<file path="config.mk">
export PLATFORM = sky130hd
export DESIGN_NAME = settle_timer
export DESIGN_NICKNAME = d
export VERILOG_FILES = /design/src/rtl/gate_truth_checker_settle_timer.sv
export SDC_FILE = /design/constraint.sdc
export NUM_CORES = 1
export LEC_CHECK = 0
export ABC_AREA = 1
export CAP_MARGIN = 10
export CORE_AREA = 8 8 45 47
export CTS_CLUSTER_DIAMETER = 150
export DETAILED_ROUTE_END_ITERATION = 12
export DIE_AREA = 0 0 53 55
export PLACE_DENSITY = 0.83
export SLEW_MARGIN = 20
export SYNTH_ARGS = -nofsm -noshare
export SYNTH_HDL_FRONTEND = slang
export SYNTH_SLANG_ARGS = --single-unit
</file>
<file path="constraint.sdc">
create_clock -name clk -period 1.82 [get_ports clk]
set_input_delay 0.364 -clock clk [delete_from_list [all_inputs] [get_ports clk]]
set_output_delay 0.364 -clock clk [all_outputs]
set_load 0.005 [all_outputs]
</file>
<file path="src/rtl/gate_truth_checker_settle_timer.sv">
// rtl/gate_truth_checker_settle_timer.sv - loadable 8-bit settle down-counter
module settle_timer (
  input  logic       clk,
  input  logic       rst_n,
  input  logic       load,
  input  logic       en,
  input  logic [7:0] load_val,
  output logic       zero
);

  logic [7:0] cnt;

  // Load wins over count; the counter parks at zero until reloaded
  always_ff @(posedge clk or negedge rst_n) begin
    if (!rst_n) begin
      cnt <= 8'd0;
    end else if (load) begin
      cnt <= load_val;
    end else if (en && (cnt != 8'd0)) begin
      cnt <= cnt - 8'd1;
    end
  end

  assign zero = (cnt == 8'd0);

endmodule

</file>
==> metrics.md <==
| Metric | Value |
|---|---|
| Maximum root-to-sink buffer count | `2` |
| Hold Path Class | `in -> async` |
| Max reg flops | `8` |
| Nets@finish | `126` |
| Drc violations | `0` |
| Ant diodes | `0` |
| Die Ht | `55 um` |
| Yosys cell types | `16` |
| Hold buffers post-CTS | `0` |
| IO Port Bufs | `12` |
| Biggest register | `cnt` |
| Die X | `between 50 and 60 um` |
| CP max FO | `3` |
| # fillers | `140` |
| Drt total wl | `about 1300 um` |
| Clk_lat worst skew | `0.26 ns` |
| Syn avg cell area | `~6.4 um2` |
| Setup TNS | `0 ns` |
| Critical path launch point type | `register` |
| DR vias | `621` |
| CTS tree | `yes` |
| Seq/Total Area, Yosys | `0.335` |
| Synth Cell Area | `between 500 and 600 um2` |
| Required time of the critical path | `about 1.5 ns` |
| Root Driver | `clkbuf_4` |
| Max-cap check violation count | `0` |
| Post-synth top cells | `36 x nand2_1, 13 x nand3_1, 10 x inv_1` |
| Clock Pin Slew Worst Setup and Hold Paths | `around 0.060 ns` |
| Final Hold Vio Count | `0` |
| Cell row count | `14` |
| Worst Reg2Reg Path Length in Cells | `7` |
| Synth top area cells | `dfrtp_1 34%, nand2_1 23%, nand3_1 11%, inv_1 6.3%, nor2_1 5.7%` |
| Post-synth top flop | `dfrtp_1` |
| Core area | `around 1400 um2` |
| Initial DRT Pass Iterations | `4` |
| P&R area growth vs syn | `32.3%` |
| P_leak | `roughly 0.41 nW` |
| Total grt overflow | `0` |
| Async SR Flop Fraction | `1.00` |
| Worst-Margin Slew | `~0.40 ns` |
| Routed len/inst | `~11 um` |
| PwrDens | `~770 nW/um2` |
| Count leader, synth | `nand2_1` |
| YS warnings | `0` |
| Share of the synthesized area in the top cell type | `0.335` |
| Min cycle time layout | `1.72 ns` |
| Slowest stage delay, CP | `between 0.3 and 0.4 ns` |
| Slew Limit Fails | `0` |
| Final instance area | `~790 um2` |
| Total nets after synthesis | `107` |
| Post-placement cell area | `between 700 and 800 um2` |
| Ports | `13` |
| Fin crit share | `0.943` |
| Avg Vias per Cell | `slightly below 5` |
| WS Path Type | `reg -> out` |
| Top Registers | `cnt x8` |
| Cells after Synth | `between 90 and 100` |
| Final ANT Viol Nets | `0` |
| Largest area contributor in the netlist | `dfrtp_1` |
| Layout cell share with drive strength beyond 1 | `0.127` |
| Slowest CP cell | `dfrtp_1` |
| RSZ-0062 raised after global routing | `false` |
| Status | `finished, final reports clean` |
| EDFF count, synth | `0` |
| Vias in the first global route | `between 500 and 600` |
| Die area | `slightly below 3000 um2` |
| Pin count of the biggest net entering global routing | `13` |
| Crit path cell chain | `inv_1 -> ha_1 -> nand2_2 -> nor2_2 -> dlygate4sd2_1` |
| Number of clock sinks | `8` |
| Clock skew | `0.000440 ns` |
| Slew HR | `0.736` |
| DRT iter0 DRCs | `14` |
| Initial antenna violation count | `0` |
| GP Congestion | `just over 0.8` |
| Max Freq | `approximately 580 MHz` |
| Post-DP HPWL | `between 1000 and 1500 um` |
| FF+latch count, synth | `8` |
| Worst vdd rail ir drop | `~0.39 mV` |
| First-pass GRT wire length | `around 2300 um` |
| WP data arrival | `approximately 1.4 ns` |
| CP endpoint kind | `output port` |
| # setup viols final | `0` |
| CTS H-tree lvls | `1` |
| Num CTS Buffers | `3` |
| GRT Util Overall | `0.107` |
| Starting Density | `0.431` |
timing repair:
action / CTS / global route
gates cloned: 0 / 0
resized for setup: 3 / 2
pin swaps: 1 / 1
setup endpoints to repair: 1 / 1
setup buffers: 0 / 0
logic make-up after synthesis:
logic type | count (synthesis) | share of synthesized area
and+or+nand+nor | 63 | 0.453
DFF | 8 | 0.335
buffers and inverters | 12 | 0.0776
xor gates and xnor gates | 1 | 0.0147
adders and majority gates | 2 | 0.0419
AOI/OAI and AO/OA | 7 | 0.0776
worst paths after layout:
check                       start     end  slack (ns)
setup / recovery           cnt[1]    zero        0.10
hold / removal              rst_n  cnt[4]        0.39
setup reg to reg           cnt[1]  cnt[1]        0.51
hold reg to reg            cnt[0]  cnt[0]        0.56
max in group asynchronous   rst_n  cnt[6]        1.15
min in group clk           cnt[0]  cnt[0]        0.56
cell usage in the layout (no fill, tap or decap):
cell / instances
o21ai_1: 2
nor2_2: 2
clkbuf_4: 3
nand2_1: 35
clkdlybuf4s50_1: 11
dlygate4sd2_1: 1
o21ai_4: 1
xnor2_1: 1
ha_1: 2
clkinv_2: 1
nor2_4: 1
dfrtp_1: 8
nand2_2: 2
inv_1: 10
nand4_1: 2
o21ai_0: 4
buf_4: 3
nand2_4: 1
nand3_1: 13
nor2_1: 7
report_power, final:
group | internal, mW | switching, mW | leakage (nW) | total [mW]
logic | 0.0974 | 0.124 | 0.294 | 0.221
registers | 0.206 | 0.0329 | 0.0977 | 0.239
clock network | 0.0762 | 0.0714 | 0.0138 | 0.148
total | 0.380 | 0.228 | 0.405 | 0.608
routing by layer:
layer  global-route usage  vias up  part of all wire
met5                    0        -                 0
met4               0.0776        0             0.031
met3               0.0348        5             0.048
met2                0.156       15              0.43
met1                0.128      269              0.49
li1                     -      332                 -
layout make-up:
class	count	area (um2)	area share
clock buffer	3	22.5	0.0285
inverter	11	42.5	0.0539
multi-input combinational	73	363	0.460
sequential	8	200	0.254
tap	16	20.0	0.0254
timing repair buffer	15	141	0.179
stage by stage:
stage	setup WS (ns)	util	std cells	hold WS, ns	power, mW
floorplan	0.553	-	93	0.0684	0.378
global placement	0.0886	0.546	123	0.540	0.448
detailed placement	0.0809	0.546	123	0.544	0.452
CTS	0.0763	0.567	126	0.394	0.607
global route	0.0133	0.571	126	0.400	0.664
finish	0.103	0.571	126	0.388	0.608
critical path: cells and delay by family, from the launching register on:
kind	cells	cell delay (ns)
adders and majority gates	1	0.17
and+or+nand+nor	2	0.20
buffers and inverters	2	0.34
DFF	1	0.37
No activity file was read; power rests on OpenSTA's default activity.
